## src/rtl/ct_spsram_2048x32_arb.sv

```systemverilog
// Purpose : arbitrates one write and one read requester onto a 2048x32 single-port SRAM, with a full-array clear sweep.
// Latency : grants are combinational in the request cycle; rd_vld/rd_data follow one cycle after rd_gnt.
// Backpressure: a requester holds req/addr/data until its grant; no grants while a sweep is running or in reset.
//
// Ports:
//   forever_cpuclk, cpurst_b          - clock (rising edge) and async active-low reset
//   inv_req / busy / inv_done         - start a clear sweep, sweep running, one-cycle completion pulse
//   wr_req/wr_addr/wr_data/wr_bwe/wr_gnt - write requester (per-byte enables, active-high)
//   rd_req/rd_addr/rd_gnt/rd_vld/rd_data - read requester; rd_data is sram_q, valid while rd_vld
//   sram_a/sram_cen/sram_gwen/sram_wen/sram_d/sram_q - SRAM macro side (enables active-low)
module ct_spsram_2048x32_arb #(
    parameter int          STARVE_LIMIT = 3,
    parameter logic [31:0] INIT_DATA    = 32'h0
) (
    input  logic        forever_cpuclk,
    input  logic        cpurst_b,
    input  logic        inv_req,
    output logic        busy,
    output logic        inv_done,
    input  logic        wr_req,
    input  logic [10:0] wr_addr,
    input  logic [31:0] wr_data,
    input  logic [3:0]  wr_bwe,
    output logic        wr_gnt,
    input  logic        rd_req,
    input  logic [10:0] rd_addr,
    output logic        rd_gnt,
    output logic        rd_vld,
    output logic [31:0] rd_data,
    output logic [10:0] sram_a,
    output logic        sram_cen,
    output logic        sram_gwen,
    output logic [31:0] sram_wen,
    output logic [31:0] sram_d,
    input  logic [31:0] sram_q
);

    localparam int SW = (STARVE_LIMIT > 0) ? $clog2(STARVE_LIMIT + 1) : 1;
    localparam logic [SW-1:0] LIM = SW'(STARVE_LIMIT);

    typedef enum logic {
        INIT = 1'b0,
        RUN  = 1'b1
    } state_t;

    state_t         state;
    logic [10:0]    cnt;
    logic [SW-1:0]  starve;
    logic           starved;

    // A waiting read wins only once the write side has used up its allowance.
    assign starved = rd_req && (starve == LIM);
    assign rd_data = sram_q;

    always_comb begin
        wr_gnt    = 1'b0;
        rd_gnt    = 1'b0;
        busy      = (state == INIT) || !cpurst_b;
        sram_cen  = 1'b1;
        sram_gwen = 1'b1;
        sram_wen  = '1;
        sram_a    = '0;
        sram_d    = '0;
        // Reset is folded in combinationally so the macro sees no access while held in reset.
        if (cpurst_b) begin
            if (state == INIT) begin
                sram_cen  = 1'b0;
                sram_gwen = 1'b0;
                sram_wen  = '0;
                sram_a    = cnt;
                sram_d    = INIT_DATA;
            end else begin
                wr_gnt = wr_req && !starved;
                rd_gnt = rd_req && !wr_gnt;
                if (wr_gnt) begin
                    sram_cen  = 1'b0;
                    sram_gwen = 1'b0;
                    sram_a    = wr_addr;
                    sram_d    = wr_data;
                    for (int k = 0; k < 4; k++) begin
                        sram_wen[8*k +: 8] = {8{~wr_bwe[k]}};
                    end
                end else if (rd_gnt) begin
                    sram_cen = 1'b0;
                    sram_a   = rd_addr;
                end
            end
        end
    end

    always_ff @(posedge forever_cpuclk or negedge cpurst_b) begin
        if (!cpurst_b) begin
            state    <= INIT;
            cnt      <= '0;
            starve   <= '0;
            rd_vld   <= 1'b0;
            inv_done <= 1'b0;
        end else begin
            rd_vld   <= rd_gnt;
            inv_done <= 1'b0;
            case (state)
                INIT: begin
                    // inv_req is deliberately not looked at here: a sweep never restarts or extends.
                    starve <= '0;
                    if (cnt == 11'h7FF) begin
                        state    <= RUN;
                        cnt      <= '0;
                        inv_done <= 1'b1;
                    end else begin
                        cnt <= cnt + 11'd1;
                    end
                end
                RUN: begin
                    if (inv_req) begin
                        state <= INIT;
                        cnt   <= '0;
                    end
                    if (rd_gnt || !rd_req) begin
                        starve <= '0;
                    end else if (wr_gnt && starve != LIM) begin
                        starve <= starve + SW'(1);
                    end
                end
                default: state <= INIT;
            endcase
        end
    end

endmodule

```

## config.mk

```make
export PLATFORM = sky130hd
export DESIGN_NAME = ct_spsram_2048x32_arb
export DESIGN_NICKNAME = d
export VERILOG_FILES = /design/src/rtl/ct_spsram_2048x32_arb.sv
export SDC_FILE = /design/constraint.sdc
export NUM_CORES = 1
export LEC_CHECK = 0
export ABC_AREA = 1
export ABC_CLOCK_PERIOD_IN_PS = 1900
export CORE_ASPECT_RATIO = 0.9
export CORE_MARGIN = 5
export CORE_UTILIZATION = 28
export DETAILED_ROUTE_END_ITERATION = 12
export PLACE_DENSITY = 0.84
export SLEW_MARGIN = 15
export SYNTH_ARGS = -nofsm -noshare
export SYNTH_HDL_FRONTEND = slang
export SYNTH_SLANG_ARGS = --single-unit
```

## constraint.sdc

```tcl
create_clock -name forever_cpuclk -period 1.9 [get_ports forever_cpuclk]
set_input_delay 0.285 -clock forever_cpuclk [delete_from_list [all_inputs] [get_ports forever_cpuclk]]
set_output_delay 0.285 -clock forever_cpuclk [all_outputs]
set_load 0.05 [all_outputs]
```

# == Yosys cells after proc, flatten, opt, wreduce, memory -nomap -nowiden ==
# Index checks and enable logic that the tools add are counted.
# W data, S select, Z words.
# totals
regBits,16
word_cells,58
input_bits,95
# classes
n_eq_ne,5
muxes,31
bitwise_logic,5
add_sub_neg,2
reduce_logical,10
# op_table
op,n
$mux W32,6
$mux W11,6
$pmux W11 S2,1
$mux W1,14
$add A11 B1 Y11 const B,1
$eq A11 B11 Y1 const B,1
$not A1 Y1,5
$logic_and A1 B1 Y1,4
$logic_not A1 Y1,4
$mux W2,2
$ne A2 B2 Y1 const B,2
$pmux W2 S2,1
$ne A3 B1 Y1 const B,1
$add A2 B1 Y2 const B,1
$eq A2 B2 Y1 const B,1
$logic_or A1 B1 Y1,2
$pmux W1 S2,1

# == Longest topological paths before layout ==
# logic_depth
depth_word,11
ltp_mapped,8
depth_no_buf,8

# == Least setup slack after synthesis ==
# No wires, ideal clock.
# synth_path
path_kind,flip-flop to output port
startpoint,register state
endpoint,output port sram_wen[10]
path_buffers,2
arrival_time_ns,2.460
path_slack_ns,-0.845
path_stages_with_launch,5
required_time_ns,1.615
cell_sequence,dfrtp_1 > buf_4 > inv_2 > o21ai_0 > buf_4
# synth_between
elab_chain_len,2
# synth_lines
item,line_no,rtl
from (decl),46,state_t state;
from (signal assigned),93,state <= INIT;
from (signal assigned),106,state <= RUN;
from (signal assigned),115,state <= INIT;
$mux W32,66,if (state == INIT) begin
$mux W32,65,if (cpurst_b) begin
to (decl),33,"output logic [31:0] sram_wen,"
# No other way between the ends.

# == Final worst setup path ==
# layout_path
startpoint,register starve[0]
endpoint,output port sram_wen[31]
# layout_between
elab_chain_len,7
# layout_lines
item,line_no,rtl
from (decl),48,logic [SW-1:0] starve;
from (signal assigned),121,starve <= starve + SW'(1);
$eq A2 B2 Y1,52,assign starved = rd_req && (starve == LIM);
$logic_and A1 B1 Y1,52,
$logic_not A1 Y1,73,wr_gnt = wr_req && !starved;
$logic_and A1 B1 Y1,73,
$mux W32,75,if (wr_gnt) begin
$mux W32,66,
$mux W32,65,
# No other way between the ends.

==> impl_summary.txt <==
----------------------------------------------------
[Placement]
  Final HPWL DP ... 5990 um
  Count of input and output buffers ... 144
  # placed instances ... 486
  Routability congestion estimate from global placement ... 0.886
  Worst slack at placement ... -0.214 ns

[Timing]
  Fmax ... 0.518 GHz
  Post-layout min period ... 1.93 ns
  Actual slew at the worst max-slew pin ... 0.540 ns
  Relative slew slack ... 63.9%
  Final count of negative-setup-slack endpoints ... 33
  Worst setup slack after layout ... -0.0292 ns
  Final number of max-transition violations ... 0
  Unrepaired setup endpoints after global routing ... true
  Fin Clk Skew ... 0.00848 ns
  Worst hold slack after final layout ... 0.204 ns
  Fraction of the cycle the final worst path needs ... 102%
  Number of failing hold endpoints at the final stage ... 0

[CTS]
  Clock input transition at the sequential cells of the worst setup and hold paths ... 0.06 ns
  CTS tree ... done
  Root Buffer Master ... sky130_fd_sc_hd__clkbuf_8
  Number of buffers created by CTS ... 3
  Worst skew pair latency ... 0.25 ns
  Htree depth ... 1
  TritonCTS Sinks ... 16
  Hold buffer count at CTS ... 0
  Max Root-Sink Buffers ... 2

[Hold path]
  Class of the tightest hold or removal check ... in -> async

[Die]
  Die outline area ... 0.00842 mm^2
  Chip height ... 87.6 um
  Core area ... 0.00655 mm^2
  Effective utilization at floorplan ... 28.6%
  Site row count ... 28
  Top-level I/O count ... 209
  Chip Width ... 96.2 um

[Power and ir drop]
  Pwr Density ... 507 mW/mm^2
  Worst vdd ir ... 0.473 mV
  Design Power ... 2.14 mW
  Leakage power ... 1.84 nW

[Yosys]
  Synthesized cell area ... 0.00187 mm^2
  Proportion of netlist area held by the largest area contributor ... 24.5%
  Sequential cell area fraction in the yosys report ... 21.4%
  Library cell occupying the most area in the post-synthesis netlist ... sky130_fd_sc_hd__buf_4
  Count of mapped cells out of synthesis ... 300
  Average cell area after synthesis ... 6.24 um^2
  Syn_nets ... 397
  Dominant synthesized flop cell ... sky130_fd_sc_hd__dfrtp_1
  Flops & latches, synth ... 16
  Netlist cell types ... 25
  Share of synthesized registers carrying an async set or reset ... 100%
  Leading cell types by total area after synthesis ... sky130_fd_sc_hd__buf_4, sky130_fd_sc_hd__dfrtp_1, sky130_fd_sc_hd__nand2_1
  Total number of yosys warnings ... 0
  EDFF count, synth ... 0

[Critical path]
  Flop-to-flop setup slack ... 0.33 ns
  Critical path class ... reg -> out
  Startpoint of the worst-slack reg-to-reg timing path ... starve[0]
  Depth of the most critical reg-to-reg path ... 9
  CP endpoint kind ... output pin
  CP required ... 1.62 ns
  Critical Path Fanout Max ... 8
  Critical register-to-register path endpoint ... starve[1]
  Arrival time at the worst endpoint ... 1.64 ns
  Startpoint kind of the worst setup timing path ... flop

[Global route]
  Global Route Usage Sum ... 16.0%
  Overflow after GRT ... 0
  Wire length of the first global-routing pass ... 10900 um
  Antenna violations before repair ... 0
  Pin count of the biggest net entering global routing ... 22
  Number of global-route vias before repair ... 2219

[Layout]
  Post-layout net count ... 502
  ANT cells ... 0
  Final core utilization ... 64.5%
  Layout Cells excl Fill ... 494
  Fill cell total of the finished layout ... 506
  Layout area overhead ... 126%
  Layout cells sized above 1 ... 44.3%

[Routing]
  DRT Wirelength ... 7500 um
  First drt pass iteration count ... 4
  Starting DRT DRC Count ... 53
  DRC errors left ... 0
  Routed via count divided by cell count ... 4.45
  Vias ... 2200
  Antenna violation net count after detailed routing ... 0
  Post-detailed-route wirelength per cell ... 15.2 um

[Run]
  Number of maximum-capacitance constraint violations ... 0

[Outcome]
  Run status ... finished, violations left
  Violated checks ... negative setup slack

----------------------------------------------------
synthesized netlist by cell type, types with 3 or more instances:
cell type and instances:
sky130_fd_sc_hd__nand3_1 9, sky130_fd_sc_hd__nor2_4 4, sky130_fd_sc_hd__nand2_2 5, sky130_fd_sc_hd__o21ai_0 19, sky130_fd_sc_hd__dfrtp_1 16, sky130_fd_sc_hd__xor2_1 3, sky130_fd_sc_hd__inv_1 50, sky130_fd_sc_hd__a21oi_1 3
sky130_fd_sc_hd__nand2_1 57, sky130_fd_sc_hd__inv_2 3, sky130_fd_sc_hd__buf_4 61, sky130_fd_sc_hd__nor2_1 39, sky130_fd_sc_hd__buf_2 4, sky130_fd_sc_hd__a31oi_1 10
critical path: stages (launching register included):
cell and delay (ns):
sky130_fd_sc_hd__dfrtp_1 0.39, sky130_fd_sc_hd__ha_2 0.20, sky130_fd_sc_hd__nand2_2 0.07, sky130_fd_sc_hd__nand2_4 0.07, sky130_fd_sc_hd__a21boi_2 0.15, sky130_fd_sc_hd__buf_6 0.14
sky130_fd_sc_hd__o21ai_2 0.06, sky130_fd_sc_hd__buf_6 0.15, sky130_fd_sc_hd__buf_8 0.15
worst max-delay path by stage:
stage / startpoint / end / slack [ns] / depth (start not counted)
floorplan: state / sram_wen[10] / -0.28 / 4
global placement: rd_req / sram_a[5] / -0.17 / 8
detailed placement: rd_req / sram_a[9] / -0.21 / 8
CTS: starve[1] / sram_wen[28] / -0.05 / 8
global route: starve[0] / sram_wen[1] / -0.13 / 7
finish: starve[0] / sram_wen[31] / -0.03 / 8
registers in the layout, indices dropped and copies added, names as in the netlist:
signal,count
rd_vld,1
state,1
starve,2
cnt,11
inv_done,1
timing repair:
action / in CTS / in global routing
resized for setup: 51 / 27
gates cloned: 0 / 2
endpoints found under the setup margin: 72 / 76
pin swaps: 13 / 4
buffers inserted: 1 / 1
routing by layer:
metal	GRT usage [%]	part of all wire (%)	routed length, um
met5	0	0	0
met4	1.68	0.45	34
met3	3.95	7.8	586
met2	32.2	58	4360
met1	17.2	34	2510
per-stage QoR:
| step | instance area, um^2 | TNS [ns] |
|---|---|---|
| 3_5_place_dp | 3780 | -4.80 |
| 3_3_place_gp | 3780 | -3.80 |
| 2_1_floorplan | 2210 | -7.92 |
| 5_1_grt | 4230 | -6.43 |
| 4_1_cts | 4060 | -1.34 |
| 6_report | 4230 | -0.621 |
report_power, final:
group	internal [mW]	switching [mW]
Combinational	0.567	0.713
Sequential	0.429	0.134
Clock	0.184	0.118
Total	1.18	0.965
logic make-up after synthesis:
logic type	Yosys count	synth area share, %
flops	16	21.4
simple gates	120	27.9
xor+xnor	3	1.40
fa+ha+maj	2	1.34
buf+inv	122	37.0
compound gates	37	11.0
final cells by class:
cell class	count	area, um^2	share of cell area, %
Timing Repair Buffer	167	2220	52.7
Multi-Input combinational cell	162	1200	28.5
Sequential cell	16	400	9.48
Inverter	55	229	5.42
Tap cell	90	113	2.67
Clock buffer	4	55.1	1.30
placed cells by master (no fill, tap or decap), types with 3 or more instances in the layout:
master                            synthesis  final
sky130_fd_sc_hd__a21oi_1                  3      3
sky130_fd_sc_hd__a31oi_4                  0      8
sky130_fd_sc_hd__buf_12                   0     48
sky130_fd_sc_hd__buf_4                   61     23
sky130_fd_sc_hd__buf_6                    0     14
sky130_fd_sc_hd__buf_8                    0     17
sky130_fd_sc_hd__clkbuf_8                 0      4
sky130_fd_sc_hd__clkdlybuf4s50_1          0     61
sky130_fd_sc_hd__dfrtp_1                 16     16
sky130_fd_sc_hd__inv_1                   50     50
sky130_fd_sc_hd__nand2_1                 57     52
sky130_fd_sc_hd__nand2_2                  5      9
sky130_fd_sc_hd__nand3_1                  9      8
sky130_fd_sc_hd__nor2_1                  39      7
sky130_fd_sc_hd__nor2_4                   4     36
sky130_fd_sc_hd__o21ai_0                 19     15
sky130_fd_sc_hd__o21ai_2                  0      3
sky130_fd_sc_hd__xor2_1                   3      3
Power figures use the tool's default switching activity.
